## src/rtl/fft_seq_ctrl_if.sv

```systemverilog
// Signal bundle between fft_seq_ctrl (master) and the FFT datapath/host (slave).
// FFT_BITREV_UNLOAD_EN adds the ul_en/ul_addr unload signals.
interface fft_seq_ctrl_if #(
   parameter int LOG2N = 5
);
   logic             start;
   logic             busy;
   logic             ld_en;
   logic [LOG2N-1:0] ld_addr;
   logic             mem_sel;
   logic             rd_en;
   logic [LOG2N-1:0] rd_addr_a;
   logic [LOG2N-1:0] rd_addr_b;
   logic [LOG2N-2:0] tw_addr;
   logic             wr_en;
   logic [LOG2N-1:0] wr_addr_a;
   logic [LOG2N-1:0] wr_addr_b;
   logic [3:0]       stage_num;
   logic             stage_done;
   logic             fft_done;
`ifdef FFT_BITREV_UNLOAD_EN
   logic             ul_en;
   logic [LOG2N-1:0] ul_addr;
`endif

   modport master (
      input  start,
      output busy, ld_en, ld_addr, mem_sel, rd_en, rd_addr_a, rd_addr_b, tw_addr,
      output wr_en, wr_addr_a, wr_addr_b, stage_num, stage_done, fft_done
`ifdef FFT_BITREV_UNLOAD_EN
      , output ul_en, ul_addr
`endif
   );

   modport slave (
      output start,
      input  busy, ld_en, ld_addr, mem_sel, rd_en, rd_addr_a, rd_addr_b, tw_addr,
      input  wr_en, wr_addr_a, wr_addr_b, stage_num, stage_done, fft_done
`ifdef FFT_BITREV_UNLOAD_EN
      , input ul_en, ul_addr
`endif
   );
endinterface

```

## src/rtl/fft_seq_ctrl.sv

```systemverilog
// Sequencer for an in-place radix-2 DIF FFT of 2**LOG2N points: load, stages, drain.
// Define FFT_BITREV_UNLOAD_EN to add a bit-reversed UNLOAD phase before DONE.
module fft_seq_ctrl #(
   parameter int LOG2N      = 5,
   parameter int BF_LATENCY = 2
) (
   input  logic           clk,
   input  logic           rst_n,
   fft_seq_ctrl_if.master bus
);
   typedef enum logic [2:0] {IDLE, LOAD, RUN, DRAIN, UNLOAD, DONE} state_t;

   localparam logic [LOG2N-1:0] DRAIN_LAST = LOG2N'(BF_LATENCY - 1);

   state_t state_q, state_d;
   logic [LOG2N-1:0] cnt_q, cnt_d;
   logic [3:0]       stage_q, stage_d;

   logic [BF_LATENCY-1:0]             wen_dly_q, wen_dly_d;
   logic [BF_LATENCY-1:0][LOG2N-1:0] wa_dly_q, wa_dly_d;
   logic [BF_LATENCY-1:0][LOG2N-1:0] wb_dly_q, wb_dly_d;

   logic [LOG2N-2:0] k, span_m1, k_lo;
   logic [LOG2N-1:0] k_ext, addr_a, rd_a, rd_b, ul_rev;
   logic [3:0]       h;
   logic             rd_en, stage_done, stage_last;

   // Operand addresses: k's bits above h move up one place to open the span bit.
   always_comb begin
      k       = cnt_q[LOG2N-2:0];
      k_ext   = {1'b0, k};
      span_m1 = {(LOG2N-1){1'b1}} >> stage_q;
      k_lo    = k & span_m1;
      h       = 4'(LOG2N - 1) - stage_q;
      addr_a  = ((k_ext >> h) << (h + 4'd1)) | {1'b0, k_lo};
      rd_en   = (state_q == RUN);
      rd_a    = rd_en ? addr_a : '0;
      rd_b    = rd_en ? addr_a + ({1'b0, span_m1} + LOG2N'(1)) : '0;
   end

   always_comb begin
      ul_rev = '0;
      for (int unsigned i = 0; i < LOG2N; i++) begin
         ul_rev[i] = cnt_q[LOG2N-1-i];
      end
   end

   always_comb begin
      stage_last = (stage_q == 4'(LOG2N - 1));
      state_d    = state_q;
      cnt_d      = cnt_q;
      stage_d    = stage_q;
      stage_done = 1'b0;
      case (state_q)
         IDLE: begin
            if (bus.start) begin
               state_d = LOAD;
               cnt_d   = '0;
            end
         end
         LOAD: begin
            if (cnt_q == '1) begin
               state_d = RUN;
               cnt_d   = '0;
               stage_d = '0;
            end else begin
               cnt_d = cnt_q + 1'b1;
            end
         end
         RUN: begin
            if (k == '1) begin
               state_d = DRAIN;
               cnt_d   = '0;
            end else begin
               cnt_d = cnt_q + 1'b1;
            end
         end
         DRAIN: begin
            if (cnt_q == DRAIN_LAST) begin
               stage_done = 1'b1;
               cnt_d      = '0;
               if (!stage_last) begin
                  state_d = RUN;
                  stage_d = stage_q + 4'd1;
               end else begin
`ifdef FFT_BITREV_UNLOAD_EN
                  state_d = UNLOAD;
`else
                  state_d = DONE;
`endif
               end
            end else begin
               cnt_d = cnt_q + 1'b1;
            end
         end
`ifdef FFT_BITREV_UNLOAD_EN
         UNLOAD: begin
            if (cnt_q == '1) begin
               state_d = DONE;
               cnt_d   = '0;
            end else begin
               cnt_d = cnt_q + 1'b1;
            end
         end
`endif
         DONE: begin
            state_d = IDLE;
            cnt_d   = '0;
            stage_d = '0;
         end
         default: begin
            state_d = IDLE;
            cnt_d   = '0;
            stage_d = '0;
         end
      endcase
   end

   // Write side is the read side delayed by the butterfly pipeline depth.
   always_comb begin
      wen_dly_d    = '0;
      wa_dly_d     = '0;
      wb_dly_d     = '0;
      wen_dly_d[0] = rd_en;
      wa_dly_d[0]  = rd_a;
      wb_dly_d[0]  = rd_b;
      for (int unsigned i = 1; i < BF_LATENCY; i++) begin
         wen_dly_d[i] = wen_dly_q[i-1];
         wa_dly_d[i]  = wa_dly_q[i-1];
         wb_dly_d[i]  = wb_dly_q[i-1];
      end
   end

   always_ff @(posedge clk or negedge rst_n) begin
      if (!rst_n) begin
         state_q   <= IDLE;
         cnt_q     <= '0;
         stage_q   <= '0;
         wen_dly_q <= '0;
         wa_dly_q  <= '0;
         wb_dly_q  <= '0;
      end else begin
         state_q   <= state_d;
         cnt_q     <= cnt_d;
         stage_q   <= stage_d;
         wen_dly_q <= wen_dly_d;
         wa_dly_q  <= wa_dly_d;
         wb_dly_q  <= wb_dly_d;
      end
   end

   always_comb begin
      bus.busy       = (state_q != IDLE);
      bus.ld_en      = (state_q == LOAD);
      bus.ld_addr    = (state_q == LOAD) ? cnt_q : '0;
      bus.mem_sel    = (state_q == LOAD);
      bus.rd_en      = rd_en;
      bus.rd_addr_a  = rd_a;
      bus.rd_addr_b  = rd_b;
      bus.tw_addr    = rd_en ? (k_lo << stage_q) : '0;
      bus.wr_en      = wen_dly_q[BF_LATENCY-1];
      bus.wr_addr_a  = wa_dly_q[BF_LATENCY-1];
      bus.wr_addr_b  = wb_dly_q[BF_LATENCY-1];
      bus.stage_num  = stage_q;
      bus.stage_done = stage_done;
      bus.fft_done   = (state_q == DONE);
`ifdef FFT_BITREV_UNLOAD_EN
      bus.ul_en      = (state_q == UNLOAD);
      bus.ul_addr    = (state_q == UNLOAD) ? ul_rev : '0;
`endif
   end
endmodule
```

## src/flat_wrapper.sv

```systemverilog
// flat-port wrapper written by rule: the top's interface ports become plain ports
module fft_seq_ctrl_flat 
#(
   parameter int LOG2N      = 5,
   parameter int BF_LATENCY = 2
)
  (clk, rst_n, bus_start, bus_busy, bus_ld_en, bus_ld_addr, bus_mem_sel, bus_rd_en, bus_rd_addr_a, bus_rd_addr_b, bus_tw_addr, bus_wr_en, bus_wr_addr_a, bus_wr_addr_b, bus_stage_num, bus_stage_done, bus_fft_done);
  fft_seq_ctrl_if #(.LOG2N(LOG2N)) bus_i ();
  input  logic clk;
  input  logic rst_n;
  input wire logic [$bits(bus_i.start)-1:0] bus_start;
  output wire logic [$bits(bus_i.busy)-1:0] bus_busy;
  output wire logic [$bits(bus_i.ld_en)-1:0] bus_ld_en;
  output wire logic [$bits(bus_i.ld_addr)-1:0] bus_ld_addr;
  output wire logic [$bits(bus_i.mem_sel)-1:0] bus_mem_sel;
  output wire logic [$bits(bus_i.rd_en)-1:0] bus_rd_en;
  output wire logic [$bits(bus_i.rd_addr_a)-1:0] bus_rd_addr_a;
  output wire logic [$bits(bus_i.rd_addr_b)-1:0] bus_rd_addr_b;
  output wire logic [$bits(bus_i.tw_addr)-1:0] bus_tw_addr;
  output wire logic [$bits(bus_i.wr_en)-1:0] bus_wr_en;
  output wire logic [$bits(bus_i.wr_addr_a)-1:0] bus_wr_addr_a;
  output wire logic [$bits(bus_i.wr_addr_b)-1:0] bus_wr_addr_b;
  output wire logic [$bits(bus_i.stage_num)-1:0] bus_stage_num;
  output wire logic [$bits(bus_i.stage_done)-1:0] bus_stage_done;
  output wire logic [$bits(bus_i.fft_done)-1:0] bus_fft_done;
  assign bus_i.start = bus_start;
  assign bus_busy = bus_i.busy;
  assign bus_ld_en = bus_i.ld_en;
  assign bus_ld_addr = bus_i.ld_addr;
  assign bus_mem_sel = bus_i.mem_sel;
  assign bus_rd_en = bus_i.rd_en;
  assign bus_rd_addr_a = bus_i.rd_addr_a;
  assign bus_rd_addr_b = bus_i.rd_addr_b;
  assign bus_tw_addr = bus_i.tw_addr;
  assign bus_wr_en = bus_i.wr_en;
  assign bus_wr_addr_a = bus_i.wr_addr_a;
  assign bus_wr_addr_b = bus_i.wr_addr_b;
  assign bus_stage_num = bus_i.stage_num;
  assign bus_stage_done = bus_i.stage_done;
  assign bus_fft_done = bus_i.fft_done;
  fft_seq_ctrl #(.LOG2N(LOG2N), .BF_LATENCY(BF_LATENCY)) u_core (.clk(clk), .rst_n(rst_n), .bus(bus_i));
endmodule
```

## config.mk

```make
export PLATFORM = sky130hd
export DESIGN_NAME = fft_seq_ctrl_flat
export DESIGN_NICKNAME = d
export VERILOG_FILES = /design/src/rtl/fft_seq_ctrl_if.sv /design/src/rtl/fft_seq_ctrl.sv /design/src/flat_wrapper.sv
export SDC_FILE = /design/constraint.sdc
export NUM_CORES = 1
export LEC_CHECK = 0
export BUFFER_PORTS_ARGS = -buffer_cell sky130_fd_sc_hd__buf_2
export CORE_MARGIN = 3
export CORE_UTILIZATION = 40
export DETAILED_ROUTE_END_ITERATION = 16
export HOLD_SLACK_MARGIN = 0.03
export PLACE_DENSITY_LB_ADDON = 0.08
export SLEW_MARGIN = 10
export SYNTH_ARGS = -nofsm -noshare
export SYNTH_HDL_FRONTEND = slang
export SYNTH_SLANG_ARGS = --single-unit
```

## constraint.sdc

```tcl
create_clock -name clk -period 4.15 [get_ports clk]
set_input_delay 0.415 -clock clk [delete_from_list [all_inputs] [get_ports clk]]
set_output_delay 0.415 -clock clk [all_outputs]
set_load 0.005 [all_outputs]
```

* After elaboration in Yosys (flattened, before gate mapping) *
Index checks and enable logic that the tools add are counted.

cells by class
  add/subtract/negate cells = 6
  multipliers = 0
  divide/modulo/power cells = 0
  $lt $le $gt $ge = 0
  equal/unequal tests = 13
  shifts and indexed selects = 4
  mux-type cells = 21
  bitwise logic cells = 3
  reduce and logical (&&, ||, !) cells = 5

operators by type and width
  operator               number
  $mux W5                7
  $pmux W5 S4            1
  $mux W4                4
  $mux W3                5
  $pmux W3 S4            1
  $pmux W4 S3            1
  $add A4 B1 Y4 const B  2
  $reduce_and A4 Y1      2
  $eq A3 B2 Y1 const B   2
  $ne A2 B2 Y1 const B   3
  $add A4 B1 Y5 const B  1
  $add A5 B1 Y5 const B  1
  $add A5 B5 Y5          1
  $eq A5 B1 Y1 const B   1
  $eq A5 B5 Y1 const B   1
  $or A5 B4 Y5           1
  $shl A5 B4 Y5          1
  $shr A4 B4 Y5          1
  $and A4 B4 Y4          1
  $eq A4 B3 Y1 const B   1
  $eq A4 B4 Y1 const B   1
  $ne A2 B1 Y1 const B   2
  $shl A4 B4 Y4          1
  $shr A4 B4 Y4 const A  1
  other kinds (8)        9

word-level totals
  flip-flop bits (word level) = 34
  latch bits = 0
  memory bits (writable) = 0
  ROM bits = 0
  input port bits = 3
  output and inout port bits = 40
  logic and storage cells = 60
  memories = 0

* Logic depth before layout (Yosys ltp) *
  word-level depth = 6
  mapped depth = 14
  mapped depth without buffers = 12

* Worst setup path before layout *
Ideal clock, no wire load.

  kind = reg2out
  start point = reg u_core.stage_q[1], in the netlist u_core.bus.stage_num[1]
  end point = out bus_rd_addr_b[4]
  arrival time = 2.915 ns
  required time = 3.735 ns
  slack = 0.820 ns
  stages on the path, launching flop included = 15
  buffers on the path = 2
  cells stage by stage = dfrtp_1 -> clkbuf_1 -> inv_1 -> ha_1 -> and3_1 -> o2111ai_1 -> a2bb2oi_1 -> ha_1 -> inv_1 -> fa_1 -> a21o_1 -> a21oi_1 -> nand2_1 -> mux2i_1 -> buf_4

RTL lines
  element                 RTL line             source
  start, declared         fft_seq_ctrl.sv:17   logic [3:0] stage_q, stage_d;
  start signal, assigned  fft_seq_ctrl.sv:145  stage_q <= stage_d;
  end, declared           flat_wrapper.sv:18   output wire logic [$bits(bus_i.rd_addr_b)-1:0] bus_rd_addr_b;

* Worst setup path in the final report *
  start point = reg u_core.stage_q[1], in the netlist u_core.bus.stage_num[1]
  end point = out bus_rd_addr_b[4]

between the ends
  word-level cells in the longest chain between the ends = 6
  elaborated cells on any way between the ends = 10
  those cells by class = 4 x add/sub; 3 x shift; 1 x mux; 2 x bitwise

ends and longest elaborated chain
  element                                         RTL line            source
  $sub A3 B4 Y4                                   fft_seq_ctrl.sv:34  h = 4'(LOG2N - 1) - stage_q;
  $add A4 B1 Y4 or $shr A4 B4 Y5 (tied branches)  fft_seq_ctrl.sv:35  addr_a = ((k_ext >> h) << (h + 4'd1)) | {1'b0, k_lo};
  $shl A5 B4 Y5                                   fft_seq_ctrl.sv:35
  $or A5 B4 Y5                                    fft_seq_ctrl.sv:35
  $add A5 B5 Y5 *                                 fft_seq_ctrl.sv:38  rd_b = rd_en ? addr_a + ({1'b0, span_m1} + LOG2N'(1)) : '0;
  $mux W5 *                                       fft_seq_ctrl.sv:38

Mark *: on every way between the ends. The rest lies on a longest branch, timed or not.

==> results.md <==
* CP required at 3.73 ns
* F_max at 262 MHz
* Final hold vios at 0
* Layout Skew at 0.00870 ns
* CP Capture Type: output port
* Commonest cells after routing, fill and taps aside: 42 x buf_2, 34 x dfrtp_1, 20 x nand2_1, 15 x nor2_1, 13 x o21ai_1
* Classification of the worst setup path: reg2out
* Largest net degree at the start of global routing at 35
* Post-DP HPWL at 3290 um
* Sequential area share after synthesis at 42.2%
* Final ANT Viol Nets at 0
* WP data arrival at 3.41 ns
* Via count at 1,613
* Worst-Margin Slew at 0.892 ns
* Crit path launch type: register
* DR WL/cell at 14.6 um
* Peak VDD IR at 0.124 mV
* Layout cells sized above 1 at 22.4%
* Gp weighted congestion at 0.870
* Tcrit/Tclk final at 92.1%
* Commonest non-fill, non-tap cell in the layout: buf_2
* Power per cell area at 260 nW/um^2
* Full die area at 5920 sq um
* Starting Density at 42.1%
* Die H at 77.0 um
* Die W at 77.0 um
* Average size of a mapped cell at 9.16 sq um
* Final net count at 260
* Number of port buffers at 42
* Site Rows at 25
* FF+latch count, synth at 34
* Detailed router's first-iteration violation count at 84
* Fillcell total at 480
* Crit-path max cell delay at 0.64 ns
* Global route total overflow at 0
* Reg clk slew, reported paths at 0.07 ns
* Synth Net Count at 235
* Dpl cells at 305
* First-pass GRT wire length at 7460 um
* Final setup viols at 0
* Total CTS buffers at 5
* Io pins at 43
* Synth Flop Type: dfrtp_1
* Finished Layout Cells at 313
* Status: finished clean
* Leakage power at 0.00105 uW
* Initial antenna violation count at 0
* CP cell instances: inv_1, ha_1, and3_1, o2111ai_1, a2bb2oi_1, ha_1, inv_1, fa_1, a21o_1, a21oi_1, nand2_1, mux2i_1, buf_2
* Slew HR at 40.0%
* Cell area after synthesis at 2010 sq um
* Mapped Cells at 220
* Clock insertion delay at the later pin of the skew report at 0.28 ns
* Setup tns final at 0 ns
* DRC Markers at 0
* GRT Total Usage at 16.1%
* Core box area at 4790 sq um
* Setup bufs post-CTS at 0
* CTS tree: done
* Final WL at 4560 um
* Critical-path top delay cell: dfrtp_1
* Clock buffer depth at 2
* Async SR Flop Fraction at 100%
* Syn-to-layout area delta at 12.9%
* Hold Crit Class: in2async
* Maxcap violations at 0
* Drt first pass iters at 4
* Clock Sinks at 34
* Post-cts resize count at 0
* Critical Path Fanout Max at 16
* H-tree depth at 2
* Root buffer cell: clkbuf_8
* Post-synth EDFFs at 0
* Vias per cell at 5.15
* RSZ-0062 raised after global routing: false
* Synth unique cells at 48
* Post-CTS Hold Fix Bufs at 0
* Fin crit period at 3.82 ns
* Yosys warns at 0
* # diodes at 0
* Pins Over Slew Limit at 0
* Vias in the first global route at 1,420
## metal layers
| layer | vias up | share of wire [%] | wire (um) | track usage (%) |
|---|---|---|---|---|
| met2 | 51 | 44 | 2030 | 24.8 |
| met5 | - | 0 | 0 | 0 |
| met1 | 752 | 49 | 2210 | 22.3 |
| met4 | 0 | 1.3 | 59 | 5.62 |
| li1 | 803 | - | - | - |
| met3 | 7 | 5.7 | 262 | 3.40 |
## state kept, by name (all words and copies together), names as in the netlist
| signal | flops |
|---|---|
| u_core.wb_dly_d | 5 |
| u_core.wen_dly_q | 2 |
| u_core.bus.wr_addr_a | 5 |
| u_core.cnt_q | 5 |
| u_core.bus.wr_addr_b | 5 |
| u_core.wa_dly_d | 5 |
| u_core.bus.stage_num | 4 |
| u_core.state_q | 3 |
## cells in the mapped netlist (2+ instances only)
cell	instances	area, sq um
mux2i_1	4	40.0
a22oi_1	2	15.0
or3b_1	2	17.5
or3_1	2	12.5
nand2b_1	6	37.5
o21ai_1	13	65.1
a21oi_1	7	35.0
nand3_1	7	35.0
nand3b_1	2	15.0
o2111ai_1	3	26.3
o211a_1	2	20.0
inv_1	10	37.5
nor4_1	2	12.5
a2bb2oi_1	2	17.5
ha_1	11	138
clkbuf_1	13	48.8
o31ai_1	4	30.0
o21ai_0	4	20.0
nor3b_1	2	15.0
a21o_1	2	15.0
and2_1	5	31.3
xor2_1	2	17.5
dfrtp_1	34	851
and3_1	3	18.8
nand2_1	20	75.1
nor3_1	7	35.0
nor2_1	15	56.3
a21boi_0	2	15.0
inv_2	2	7.51
buf_4	11	82.6
nor2b_1	2	12.5
## layout make-up
| class | instances | area, sq um | area share, % |
|---|---|---|---|
| Multi-Input combinational cell | 148 | 978 | 43.0 |
| Sequential cell | 34 | 851 | 37.4 |
| Timing Repair Buffer | 43 | 218 | 9.57 |
| Tap cell | 67 | 83.8 | 3.69 |
| Clock buffer | 6 | 82.6 | 3.63 |
| Inverter | 13 | 48.8 | 2.15 |
| Clock inverter | 2 | 12.5 | 0.550 |
## through the flow
stage	cell area (sq um)	util, %	hold WS (ns)	total power (uW)	setup slack [ns]
2_1_floorplan	2010	-	0.119	338	0.820
3_3_place_gp	2180	45.5	0.331	345	0.785
3_5_place_dp	2180	45.5	0.335	345	0.641
4_1_cts	2270	47.5	0.223	603	0.340
5_1_grt	2270	47.5	0.249	624	0.0488
6_report	2270	47.5	0.201	591	0.327
## worst max-delay path: cells and delay by family (launching register included)
family                   cells  cell delay, ns
AO/OA/AOI/OAI                4            0.79
adder cells (fa/ha/maj)      3            0.87
buffers and inverters        3            0.35
flip-flops                   1            0.64
multiplexers                 1            0.17
AND/OR/NAND/NOR              2            0.29
## path summary, 6_finish.rpt
kind,from,to,slack (ns),cells past startpoint
worst max-delay path,u_core.bus.stage_num[1],bus_rd_addr_b[4],0.33,13
worst min-delay path,rst_n,u_core.cnt_q[3],0.20,1
worst max register to register,u_core.bus.stage_num[1],u_core.wb_dly_d[9],1.07,12
worst min register to register,u_core.wb_dly_d[6],u_core.bus.wr_addr_b[1],0.35,0
max in group asynchronous,rst_n,u_core.bus.wr_addr_b[4],3.46,1
min in group clk,u_core.wb_dly_d[6],u_core.bus.wr_addr_b[1],0.35,0
## cell families after synthesis
| logic type | share of synthesized area (%) |
|---|---|
| AOI/OAI and AO/OA | 16.4 |
| DFF | 42.2 |
| adders and majority gates | 7.83 |
| xor gates and xnor gates | 1.30 |
| and+or+nand+nor | 21.1 |
| muxes | 1.99 |
| buffers and inverters | 9.19 |
## where the power goes
group	switching [uW]	total (uW)	internal, uW	leakage, uW
registers	0	331	331	0.000386
clock network	120	253	133	0.0000472
logic	6.47	7.16	0.689	0.000621
No activity file was read; power rests on OpenSTA's default activity.
